## config.mk

```make
export PLATFORM = sky130hd
export DESIGN_NAME = clk_sel_ctrl
export DESIGN_NICKNAME = d
export VERILOG_FILES = /design/src/rtl/clk_sel_pkg.sv /design/src/rtl/clk_sel_cnt.sv /design/src/rtl/clk_sel_ctrl.sv
export SDC_FILE = /design/constraint.sdc
export NUM_CORES = 1
export LEC_CHECK = 0
export CAP_MARGIN = 20
export CORE_AREA = 2 2 43 45
export DETAILED_ROUTE_END_ITERATION = 8
export DIE_AREA = 0 0 45 47
export PLACE_DENSITY = 0.74
export SETUP_SLACK_MARGIN = 0.3
export SLEW_MARGIN = 10
export SYNTH_ARGS = -nofsm -noshare
export SYNTH_HDL_FRONTEND = slang
export SYNTH_HIERARCHICAL = 1
export SYNTH_SLANG_ARGS = --single-unit
export TNS_END_PERCENT = 5
```

## constraint.sdc

```tcl
create_clock -name clka -period 2.6 [get_ports clka]
set_input_delay 0.26 -clock clka [delete_from_list [all_inputs] [get_ports clka]]
set_output_delay 0.26 -clock clka [all_outputs]
set_load 0.02 [all_outputs]
```

## src/rtl/clk_sel_pkg.sv

```systemverilog
// Shared constants for the clock-select sequencer: FSM state encodings and
// default timing parameters.
package clk_sel_pkg;

   localparam logic [1:0] ST_IDLE   = 2'd0;
   localparam logic [1:0] ST_SETTLE = 2'd1;
   localparam logic [1:0] ST_DWELL  = 2'd2;

   localparam int SETTLE_CYC_DEF    = 16;
   localparam int MIN_DWELL_CYC_DEF = 32;
   localparam int CNT_W_DEF         = 8;

endpackage

```

## src/rtl/clk_sel_cnt.sv

```systemverilog
// Loadable saturating down-counter used to time the settle and dwell windows.
// Load has priority over decrement; the count holds at zero instead of wrapping.
module clk_sel_cnt #(
   parameter int CNT_W = 8
) (
   input  logic             clk_i,
   input  logic             rst_i,
   input  logic             load_i,
   input  logic [CNT_W-1:0] load_val_i,
   input  logic             en_i,
   output logic [CNT_W-1:0] cnt_o,
   output logic             zero_o
);

   logic [CNT_W-1:0] cnt_q;

   always_ff @(posedge clk_i) begin
      if (rst_i) begin
         cnt_q <= '0;
      end else if (load_i) begin
         cnt_q <= load_val_i;
      end else if (en_i && (cnt_q != '0)) begin
         cnt_q <= cnt_q - CNT_W'(1);
      end
   end

   assign cnt_o  = cnt_q;
   assign zero_o = (cnt_q == '0);

endmodule

```

## src/rtl/clk_sel_ctrl.sv

```systemverilog
// Clock-select sequencer in the clka domain: accepts switch requests, holds each
// new select through a settle window, then a dwell window, with a force-to-clka override.
module clk_sel_ctrl
   import clk_sel_pkg::*;
#(
   parameter int SETTLE_CYC    = SETTLE_CYC_DEF,
   parameter int MIN_DWELL_CYC = MIN_DWELL_CYC_DEF,
   parameter int CNT_W         = CNT_W_DEF
) (
   input  logic       clka,
   input  logic       rst,
   input  logic       req_valid,
   input  logic       req_sel,
   output logic       req_ready,
   input  logic       force_a,
   output logic       sel_clkb,
   output logic       busy,
   output logic       sw_done,
   output logic [1:0] state_dbg
);

   // Handshake: a request transfers on any clka edge where req_valid && req_ready;
   // req_valid/req_sel must stay stable until then, and requests are never queued.

   localparam logic [CNT_W-1:0] SETTLE_LOAD = CNT_W'(SETTLE_CYC - 1);
   localparam logic [CNT_W-1:0] DWELL_LOAD  =
      (MIN_DWELL_CYC == 0) ? '0 : CNT_W'(MIN_DWELL_CYC - 1);
   localparam logic HAS_DWELL = (MIN_DWELL_CYC != 0);

   logic [1:0]       state_q;
   logic             sel_clkb_q;
   logic             busy_q;
   logic             sw_done_q;

   logic             accept;
   logic             accept_sw;
   logic             force_sw;
   logic             settle_end;
   logic             cnt_load;
   logic [CNT_W-1:0] cnt_load_val;
   logic             cnt_en;
   logic [CNT_W-1:0] cnt_val;
   logic             cnt_zero;

   assign req_ready = (state_q == ST_IDLE) & ~force_a & ~rst;

   always_comb begin
      accept       = req_valid & req_ready;
      accept_sw    = accept & (req_sel != sel_clkb_q);
      // Forcing only matters when clkb is selected; with clka already selected
      // any window in progress runs to completion.
      force_sw     = force_a & sel_clkb_q;
      settle_end   = (state_q == ST_SETTLE) & cnt_zero & ~force_sw;
      cnt_load     = force_sw | accept_sw | (settle_end & HAS_DWELL);
      cnt_load_val = (force_sw | accept_sw) ? SETTLE_LOAD : DWELL_LOAD;
      cnt_en       = (state_q != ST_IDLE);
   end

   clk_sel_cnt #(
      .CNT_W(CNT_W)
   ) u_cnt (
      .clk_i      (clka),
      .rst_i      (rst),
      .load_i     (cnt_load),
      .load_val_i (cnt_load_val),
      .en_i       (cnt_en),
      .cnt_o      (cnt_val),
      .zero_o     (cnt_zero)
   );

   always_ff @(posedge clka) begin
      if (rst) begin
         state_q    <= ST_IDLE;
         sel_clkb_q <= 1'b0;
         busy_q     <= 1'b0;
         sw_done_q  <= 1'b0;
      end else begin
         sw_done_q <= 1'b0;
         if (force_sw) begin
            state_q    <= ST_SETTLE;
            sel_clkb_q <= 1'b0;
            busy_q     <= 1'b1;
         end else begin
            case (state_q)
               ST_IDLE: begin
                  if (accept_sw) begin
                     state_q    <= ST_SETTLE;
                     sel_clkb_q <= req_sel;
                     busy_q     <= 1'b1;
                  end
               end
               ST_SETTLE: begin
                  if (cnt_zero) begin
                     sw_done_q <= 1'b1;
                     if (HAS_DWELL) begin
                        state_q <= ST_DWELL;
                     end else begin
                        state_q <= ST_IDLE;
                        busy_q  <= 1'b0;
                     end
                  end
               end
               ST_DWELL: begin
                  if (cnt_zero) begin
                     state_q <= ST_IDLE;
                     busy_q  <= 1'b0;
                  end
               end
               default: begin
                  state_q <= ST_IDLE;
                  busy_q  <= 1'b0;
               end
            endcase
         end
      end
   end

   assign sel_clkb  = sel_clkb_q;
   assign busy      = busy_q;
   assign sw_done   = sw_done_q;
   assign state_dbg = state_q;

endmodule

```

==> impl_metrics.json, run 1 <==
{
  "outcome": "finished clean",
  "share_of_yosys_cell_area_claimed_by_the_top_area_cell_type_pct": 31.8,
  "die_area_sq_um": 2120,
  "clkSlewWorstSetupHoldPaths_ns": 0.08,
  "nNetsFinal": 116,
  "yosys.cell_count.top_type": "sky130_fd_sc_hd__dfxtp_1",
  "syn_area_per_cell_sq_um": 9.11,
  "synth_area_sq_um": 820,
  "synth-edff-count": 0,
  "detail_route.drc_violations": 0,
  "postCtsSetupBuffers": 0,
  "cp-end-kind": "primary output",
  "post_layout_nonfiller_instances": 125,
  "min_path_type": "reg2reg",
  "yosysWarnings": 6,
  "flow.area_growth_from_synthesis_pct": 22.6,
  "tritoncts": "built",
  "drt_first_pass_iters": 4,
  "number_of_global_route_vias_before_repair": 638,
  "worstPathMaxFanout": 11,
  "irDropWorstVdd_uv": 351,
  "finalCoreUtilization_pct": 60.8,
  "cp.required_ns": 2.34,
  "fin_ws_ns": 0.400,
  "synth_largest_area_cell": "sky130_fd_sc_hd__dfxtp_1",
  "finClkSkew_ns": 0.00931,
  "max-slew-margin-rel_pct": 65.4,
  "top_cells_by_area_synth": "sky130_fd_sc_hd__dfxtp_1 (32%), sky130_fd_sc_hd__nor3b_1 (3.7%), sky130_fd_sc_hd__o41ai_4 (3.4%)",
  "place_worst_setup_slack_ns": 0.285,
  "netlist_top_cells_count": "sky130_fd_sc_hd__dfxtp_1 (13), sky130_fd_sc_hd__nor2_1 (6), sky130_fd_sc_hd__a21oi_1 (5), sky130_fd_sc_hd__inv_1 (5)",
  "drt-wirelength-per-cell_um": 14.1,
  "final-setup-viol-count": 0,
  "gr-usage-all-layers_pct": 18.1,
  "grt_start_max_net_pins": 12,
  "cts.sink_count": 13,
  "crit_type": "in2out",
  "power_uw": 590,
  "dp_hpwl_mm": 1.31,
  "clock.fmax_mhz": 455,
  "postSynth.asyncResetShare_pct": 0,
  "cts_inserted_buffers": 3,
  "floorplan.die.width_um": 45,
  "post_cts_hold_buffer_count": 0,
  "clk_lat_worst_skew_ns": 0.27,
  "maxCapViolations": 0,
  "total_wire_length_mm": 1.77,
  "slew_violations": 0,
  "initial_utilization_pct": 49.6,
  "startpoint_types": "input port",
  "rsz0062_at_grt": "false",
  "power.density_nw_per_um2": 587,
  "synthDistinctLibCells": 43,
  "wire_length_of_the_first_global_routing_pass_mm": 2.75,
  "numPortBuffers": 10,
  "synthFlopType": "sky130_fd_sc_hd__dfxtp_1",
  "clock_tree.htree_level_count": 1,
  "ios": 11,
  "worst_ep_arrival_time_ns": 1.94,
  "drt_iter0_drc": 8,
  "antenna_left": 0,
  "cts.path.max_buffers": 2,
  "insertedDiodeCount": 0,
  "tns_ns": 0,
  "postSynthCellCount": 90,
  "gp_congestion": 0.778,
  "area_of_the_core_sq_um": 1650,
  "period_share_pct": 84.6,
  "ys_seq_elements": 13,
  "final_layout_size_suffix_gt1_share_pct": 20.4,
  "overflow": 0,
  "initial_antenna_violation_count": 0,
  "final_hold_viol_count": 0,
  "die_h_um": 47,
  "vias": 731,
  "leakagePower_nw": 0.379,
  "row_count": 15,
  "drt-vias-per-instance": 5.85,
  "yosysSeqAreaShare_pct": 31.8,
  "tightest_slew_ns": 0.517,
  "period_minus_slack_ns": 2.20,
  "dp_cells": 121,
  "clockRootBuffer": "sky130_fd_sc_hd__clkbuf_4"
}
-- critical path, stage by stage --
cell and delay [ns]:
sky130_fd_sc_hd__clkdlybuf4s50_1 0.59, sky130_fd_sc_hd__buf_4 0.27, sky130_fd_sc_hd__nor3_1 0.19, sky130_fd_sc_hd__clkdlybuf4s50_1 0.63
-- metrics by stage --
stage	instance area, sq um	hold slack [ns]
after CTS	991	0.522
final	1000	0.518
after global routing	1000	0.545
after detailed placement	962	0.511
after global placement	962	0.505
after floorplan	845	0.331
-- where the power goes --
group          leakage [nW]  switching (mW)  internal, mW
clock                0.0177          0.0669        0.0569
sequential            0.106          0.0274         0.220
combinational         0.256           0.116         0.102
total                 0.379           0.211         0.379
-- layer usage --
metal | wire (um) | vias to the layer above | share of wire, % | track usage (%)
met3 | 72 | 4 | 4.1 | 3.85
met1 | 770 | 345 | 44 | 22.2
met2 | 899 | 18 | 51 | 32.0
met4 | 23 | 0 | 1.3 | 5.29
li1 | - | 364 | - | -
met5 | 0 | - | 0 | 0
-- cells by family (layout without fill, tap and decap cells) --
| logic type | after synthesis | after routing | share of synthesized area [%] |
|---|---|---|---|
| other | 2 | 7 | 0.916 |
| AOI/OAI and AO/OA | 20 | 20 | 20.2 |
| muxes | 2 | 2 | 2.44 |
| DFF | 13 | 13 | 31.8 |
| buffers and inverters | 9 | 22 | 5.04 |
| xor gates and xnor gates | 3 | 3 | 3.21 |
| adders and majority gates | 2 | 2 | 3.05 |
| and+or+nand+nor | 39 | 39 | 33.4 |
-- layout by cell type, fill, tap and decap left out, types with 2 or more instances in the layout --
cell,count
sky130_fd_sc_hd__xnor2_1,3
sky130_fd_sc_hd__mux2i_1,2
sky130_fd_sc_hd__or3_2,2
sky130_fd_sc_hd__nand3_1,3
sky130_fd_sc_hd__a311oi_1,2
sky130_fd_sc_hd__or4_2,2
sky130_fd_sc_hd__nand2_1,4
sky130_fd_sc_hd__clkdlybuf4s50_1,10
sky130_fd_sc_hd__nor2_1,6
sky130_fd_sc_hd__o21ai_0,4
sky130_fd_sc_hd__clkbuf_4,3
sky130_fd_sc_hd__dfxtp_1,13
sky130_fd_sc_hd__nor3_1,2
sky130_fd_sc_hd__a21oi_1,5
sky130_fd_sc_hd__clkinv_2,2
sky130_fd_sc_hd__buf_4,2
sky130_fd_sc_hd__or4_1,2
sky130_fd_sc_hd__inv_1,5
sky130_fd_sc_hd__ha_1,2
sky130_fd_sc_hd__conb_1,7
sky130_fd_sc_hd__nor3b_1,4
-- registers in the layout, summed over array words and instances (netlist names) --
name         count
u_cnt/cnt_o      8
sel_clkb         1
busy             1
sw_done          1
state_dbg        2
-- path summary, 6_finish.rpt --
path,startpoint,endpoint,slack [ns],depth (start not counted)
worst min-delay path,u_cnt/cnt_o[5],u_cnt/cnt_o[5],0.52,2
worst max-delay path,rst,req_ready,0.40,4
worst max register to register,u_cnt/cnt_o[2],u_cnt/cnt_o[2],0.49,8
worst min register to register,u_cnt/cnt_o[5],u_cnt/cnt_o[5],0.52,2
-- area by class of cell --
cell class	count	area (sq um)
Clock buffer	3	22.5
Sequential cell	13	260
Multi-Input combinational cell	73	557
Inverter	6	23.8
Fill cell	149	647
Clock inverter	1	5.00
Tap cell	17	21.3
Timing Repair Buffer	12	115
-- repair_timing --
action                                  CTS  global route
gates resized for setup                   1             2
endpoints found under the hold margin     0             0
endpoints found under the setup margin    3             6
gates cloned                              0             0
pin swaps                                 0             0
No activity file was read; power rests on OpenSTA's default activity.
==> run 2: changes to the inputs <==
--- a/config.mk
+++ b/config.mk
@@ -6,10 +6,10 @@
 export NUM_CORES = 1
 export LEC_CHECK = 0
 export CAP_MARGIN = 20
-export CORE_AREA = 2 2 43 45
+export CORE_AREA = 2 2 45 47
 export DETAILED_ROUTE_END_ITERATION = 8
-export DIE_AREA = 0 0 45 47
-export PLACE_DENSITY = 0.74
+export DIE_AREA = 0 0 47 49
+export PLACE_DENSITY = 0.71
 export SETUP_SLACK_MARGIN = 0.3
 export SLEW_MARGIN = 10
 export SYNTH_ARGS = -nofsm -noshare
==> constraint.sdc (replaced) <==
create_clock -name clka -period 2 [get_ports clka]
set_input_delay 0.2 -clock clka [delete_from_list [all_inputs] [get_ports clka]]
set_output_delay 0.2 -clock clka [all_outputs]
set_load 0.02 [all_outputs]
==> run 2 against run 1 <==
Compared with the run above: die area grew 8.9%; flip-flop and latch count stayed put; sequential share of layout area shrank 4.3 points; worst setup slack got worse by 0.30 ns; cell count increased by 22%; highest routed layer unchanged; clock-buffer cell count up 1; non-clock buffer count increased by 18; clock power up 39%; critical path type is now reg2reg.
==> impl_metrics.json, run 2 (synthesis gave the netlist of run 1 again) <==
{
  "drt_first_pass_iters": 4,
  "final_layout_size_suffix_gt1_share_pct": 42.1,
  "finalCoreUtilization_pct": 66.0,
  "dp_hpwl_mm": 1.38,
  "min_path_type": "reg2reg",
  "detail_route.drc_violations": 0,
  "die_area_sq_um": 2300,
  "drt-wirelength-per-cell_um": 12.6,
  "tritoncts": "built",
  "largest_reg_flops": 8,
  "irDropWorstVdd_uv": 610,
  "numPortBuffers": 10,
  "period_minus_slack_ns": 1.90,
  "cp-end-kind": "register",
  "clock_tree.htree_level_count": 1,
  "multi_input_area_sq_um": 593,
  "clock.fmax_mhz": 527,
  "outcome": "finished clean",
  "clockRootBuffer": "sky130_fd_sc_hd__clkbuf_4",
  "cp.required_ns": 2.20,
  "leakagePower_nw": 0.476,
  "antenna_left": 0,
  "clk_lat_worst_skew_ns": 0.28,
  "footprint_of_the_flip_flops_and_latches_sq_um": 263,
  "gr-usage-all-layers_pct": 20.2,
  "grt_start_max_net_pins": 13,
  "worstPathMaxFanout": 2,
  "area_of_the_core_sq_um": 1840,
  "total_wire_length_mm": 1.92,
  "n_fill_cell": 161,
  "post_cts_hold_buffer_count": 0,
  "crit_type": "reg2reg",
  "slew_violations": 0,
  "ios": 11,
  "most_frequent_cells_in_the_layout": "sky130_fd_sc_hd__buf_4 (18), sky130_fd_sc_hd__dfxtp_1 (11), sky130_fd_sc_hd__clkdlybuf4s50_1 (9), sky130_fd_sc_hd__conb_1 (7)",
  "cts.path.max_buffers": 2,
  "mostFrequentLayoutCell": "sky130_fd_sc_hd__buf_4",
  "number_of_global_route_vias_before_repair": 763,
  "overflow": 0,
  "drt-vias-per-instance": 5.27,
  "die_h_um": 49,
  "rsz0062_at_grt": "true",
  "clkSlewWorstSetupHoldPaths_ns": 0.09,
  "nNetsFinal": 134,
  "final-setup-viol-count": 0,
  "initial_utilization_pct": 44.5,
  "insertedDiodeCount": 0,
  "flow.area_growth_from_synthesis_pct": 48.2,
  "floorplan.die.width_um": 47,
  "initial_antenna_violation_count": 0,
  "vias": 807,
  "startpoint_types": "register",
  "wire_length_of_the_first_global_routing_pass_mm": 3.42,
  "drt_iter0_drc": 24,
  "power.density_nw_per_um2": 750,
  "place_area_sq_um": 1090,
  "period_share_pct": 94.9,
  "final_area_sq_um": 1210,
  "final_hold_viol_count": 0,
  "cts_inserted_buffers": 3,
  "maxCapViolations": 0,
  "cts.sink_count": 13,
  "gp_congestion": 0.824,
  "worst_ep_arrival_time_ns": 2.10,
  "row_count": 16,
  "finClkSkew_ns": 0.00893
}
-- run 2: changes by cell type in the layout (fill, tap and decap cells not counted), sizes merged --
cell / before / now
clkbuf: 3 / 5
clkinv: 2 / 1
clkdlybuf4s50: 10 / 9
buf: 2 / 20
-- run 2: through the flow --
stage | worst slack, ns | hold slack [ns] | setup TNS (ns) | power (mW) | instances
6_report | 0.102 | 0.509 | 0 | 0.911 | 153
5_1_grt | -0.00299 | 0.555 | -0.00299 | 0.972 | 153
4_1_cts | 0.131 | 0.521 | 0 | 0.893 | 152
3_5_place_dp | -0.0467 | 0.500 | -0.0835 | 0.665 | 144
3_3_place_gp | 0.0227 | 0.488 | 0 | 0.661 | 144
2_1_floorplan | 0.0708 | 0.271 | 0 | 0.546 | 95
-- run 2: power breakdown --
group,internal (mW),switching (mW),total [mW]
clock,0.0773,0.0948,0.172
combinational,0.231,0.191,0.423
sequential,0.288,0.0281,0.316
-- run 2: repair_timing --
action / CTS / global route
pin swaps: 5 / 7
gates resized for setup: 9 / 12
buffers inserted: 4 / 1
setup endpoints to repair: 12 / 13
-- run 2: cell type report --
class / instances / share of cell area [%]
flip-flops and latches: 13 / 21.6
repair buffers: 30 / 21.5
inverters: 6 / 3.09
well taps: 27 / 2.78
multi-input cells: 73 / 48.8
clock buffers: 4 / 2.16
-- run 2: routing by layer --
| metal | part of all wire, % | vias up | global-route usage, % |
|---|---|---|---|
| met3 | 3.1 | 4 | 2.59 |
| met1 | 46 | 383 | 27.7 |
| met4 | 1.3 | 0 | 8.33 |
| li1 | - | 404 | - |
| met5 | 0 | - | 0 |
| met2 | 49 | 16 | 31.1 |
-- run 2: path summary, 6_finish.rpt --
check                       from            to  slack [ns]  cells after the start
setup / recovery  u_cnt/cnt_o[4]  state_dbg[1]        0.10                      7
hold / removal              busy          busy        0.51                      2
setup reg to reg  u_cnt/cnt_o[4]  state_dbg[1]        0.10                      7
hold reg to reg             busy          busy        0.51                      2
-- run 2: critical path, cell delays in order (launching register included) --
cell	delay, ns
sky130_fd_sc_hd__dfxtp_1	0.32
sky130_fd_sc_hd__or4_4	0.56
sky130_fd_sc_hd__nor4_4	0.18
sky130_fd_sc_hd__nand3b_1	0.16
sky130_fd_sc_hd__buf_4	0.16
sky130_fd_sc_hd__buf_4	0.12
sky130_fd_sc_hd__buf_4	0.13
sky130_fd_sc_hd__a221oi_2	0.20
==> run 3: changes to the inputs <==
--- a/config.mk
+++ b/config.mk
@@ -9,7 +9,7 @@
 export CORE_AREA = 2 2 45 47
 export DETAILED_ROUTE_END_ITERATION = 8
 export DIE_AREA = 0 0 47 49
-export PLACE_DENSITY = 0.71
+export PLACE_DENSITY = 0.8
 export SETUP_SLACK_MARGIN = 0.3
 export SLEW_MARGIN = 10
 export SYNTH_ARGS = -nofsm -noshare
==> run 3 against run 2 <==
Compared with the run above: fmax decreased by 1.4%; critical path depth unchanged; worst setup slack got worse by 0.026 ns; critical endpoint is now u_cnt/cnt_o[5]; combinational power decreased by 6.1%; power decreased by 2.5%; clock skew decreased by 0.0068 ns; hold slack improved by 0.021 ns; sequential power about the same; via count increased by 1.9%; routed wire length increased by 5.9%; non-clock buffer count unchanged.
==> impl_metrics.json, run 3 (synthesis gave the netlist of run 1 again) <==
{
  "outcome": "finished clean",
  "largest_reg_flops": 8,
  "numPortBuffers": 10,
  "ios": 11,
  "finClkSkew_ns": 0.00210,
  "final-setup-viol-count": 0,
  "final_area_sq_um": 1190,
  "clock.fmax_mhz": 520,
  "clock_tree.htree_level_count": 1,
  "period_minus_slack_ns": 1.92,
  "slew_violations": 0,
  "critical_path_buf_inv_count": 2,
  "drt_first_pass_iters": 4,
  "place_area_sq_um": 1090,
  "number_of_global_route_vias_before_repair": 725,
  "flow.area_growth_from_synthesis_pct": 45.0,
  "rr_endpoint": "u_cnt/cnt_o[5]",
  "drt-wirelength-per-cell_um": 13.3,
  "r2r.worst_path.cells": 7,
  "grt_start_max_net_pins": 14,
  "timing.reg2reg.setup_slack_ns": 0.08,
  "cpMaxStageDelayCell": "sky130_fd_sc_hd__or4_4",
  "most_frequent_cells_in_the_layout": "sky130_fd_sc_hd__buf_4 (18), sky130_fd_sc_hd__dfxtp_1 (9), sky130_fd_sc_hd__clkdlybuf4s50_1 (9), sky130_fd_sc_hd__conb_1 (7)",
  "finalCoreUtilization_pct": 64.5,
  "clockRootBuffer": "sky130_fd_sc_hd__clkbuf_4",
  "maxCapViolations": 0,
  "final_hold_viol_count": 0,
  "wire_length_of_the_first_global_routing_pass_mm": 3.21,
  "critical_path.reg2reg.startpoint": "u_cnt/cnt_o[4]",
  "path_cells": "or4_4, nor4_4, nand3b_1, nand3_2, buf_6, clkinv_8, a311oi_2",
  "insertedDiodeCount": 0,
  "detail_route.drc_violations": 0,
  "tritoncts": "built",
  "mostFrequentLayoutCell": "sky130_fd_sc_hd__buf_4",
  "logic_depth_of_the_worst_setup_path_including_buffers": 7,
  "worstPathMaxFanout": 9,
  "worst_ep_arrival_time_ns": 2.13,
  "initial_utilization_pct": 44.5,
  "overflow": 0,
  "crit_type": "reg2reg",
  "cts.sink_count": 13,
  "drt_iter0_drc": 19,
  "final_layout_size_suffix_gt1_share_pct": 38.1,
  "cp_max_stage_delay_ns": 0.56,
  "row_count": 16,
  "power_uw": 888,
  "leakagePower_nw": 0.473,
  "power.density_nw_per_um2": 747,
  "dp_cells": 143,
  "die_h_um": 49,
  "drt-vias-per-instance": 5.37,
  "period_share_pct": 96.2,
  "initial_antenna_violation_count": 0,
  "cts.path.max_buffers": 2,
  "die_area_sq_um": 2300,
  "antenna_left": 0,
  "area_of_the_core_sq_um": 1840,
  "timing.critical_path.from": "u_cnt/cnt_o[4]",
  "cts_inserted_buffers": 3,
  "min_path_type": "reg2reg",
  "floorplan.die.width_um": 47,
  "irDropWorstVdd_uv": 485,
  "n_fill_cell": 152,
  "gr-usage-all-layers_pct": 19.7,
  "cp.required_ns": 2.20,
  "critical_path.endpoint": "u_cnt/cnt_o[5]",
  "total_wire_length_mm": 2.04,
  "fin_ws_ns": 0.0763,
  "post_layout_nonfiller_instances": 153,
  "cp-end-kind": "register",
  "nNetsFinal": 134,
  "rsz0062_at_grt": "true",
  "cpLargestDelayFamily": "simple AND/OR/NAND/NOR gates",
  "place_worst_setup_slack_ns": -0.0137,
  "vias": 822,
  "dp_hpwl_mm": 1.40,
  "clkSlewWorstSetupHoldPaths_ns": 0.08,
  "gp_congestion": 0.855,
  "startpoint_types": "register",
  "clk_lat_worst_skew_ns": 0.29
}
-- run 3: cell types whose count changed in the layout (fill, tap and decap cells not counted), sizes merged --
cell,previous run,this run
clkbuf,5,4
dlygate4sd2,0,1
-- run 3: layer usage --
metal	up-vias	track usage, %	share of wire (%)
li1	402	-	-
met2	15	25.6	45
met3	6	4.44	2.9
met1	399	28.3	49
met4	0	12.5	2.4
met5	-	0	0
-- run 3: where the power goes --
| part | internal [mW] | total, mW | switching [mW] |
|---|---|---|---|
| sequential | 0.289 | 0.318 | 0.0285 |
| combinational | 0.215 | 0.397 | 0.182 |
| clock | 0.0778 | 0.174 | 0.0962 |
| total | 0.582 | 0.888 | 0.307 |
-- run 3: area by class of cell --
type                       count  area [sq um]  area share (%)
multi-input combinational     73           572            48.1
sequential                    13           265            22.3
timing repair buffer          30           256            21.6
inverter                       6          35.0            2.95
clock buffer                   4          26.3            2.21
tap                           27          33.8            2.84
-- run 3: how the worst min path moves through the flow --
stage,depth (start not counted),from,end,slack (ns)
CTS,2,u_cnt/cnt_o[5],u_cnt/cnt_o[5],0.53
floorplan,1,force_a,sel_clkb,0.27
finish,2,u_cnt/cnt_o[5],u_cnt/cnt_o[5],0.53
global placement,2,u_cnt/cnt_o[5],u_cnt/cnt_o[5],0.51
global route,2,u_cnt/cnt_o[5],u_cnt/cnt_o[5],0.55
detailed placement,2,u_cnt/cnt_o[5],u_cnt/cnt_o[5],0.51
-- run 3: metrics by stage --
| stage | TNS [ns] | hold slack, ns |
|---|---|---|
| after floorplan | 0 | 0.271 |
| after global routing | 0 | 0.553 |
| after detailed placement | -0.0137 | 0.510 |
| after global placement | 0 | 0.506 |
| after CTS | 0 | 0.525 |
| final | 0 | 0.530 |
-- run 3: worst register-to-register path, stage by stage, from the launching register on --
cell and delay (ns):
sky130_fd_sc_hd__dfxtp_1 0.32, sky130_fd_sc_hd__or4_4 0.56, sky130_fd_sc_hd__nor4_4 0.17, sky130_fd_sc_hd__nand3b_1 0.18
sky130_fd_sc_hd__nand3_2 0.15, sky130_fd_sc_hd__buf_6 0.14, sky130_fd_sc_hd__clkinv_8 0.07, sky130_fd_sc_hd__a311oi_2 0.24
-- run 3: repair_timing --
action,in CTS,in global routing
endpoints found under the setup margin,11,12
hold buffers,0,0
pin swaps,1,4
setup buffers,1,5
resized for setup,3,10
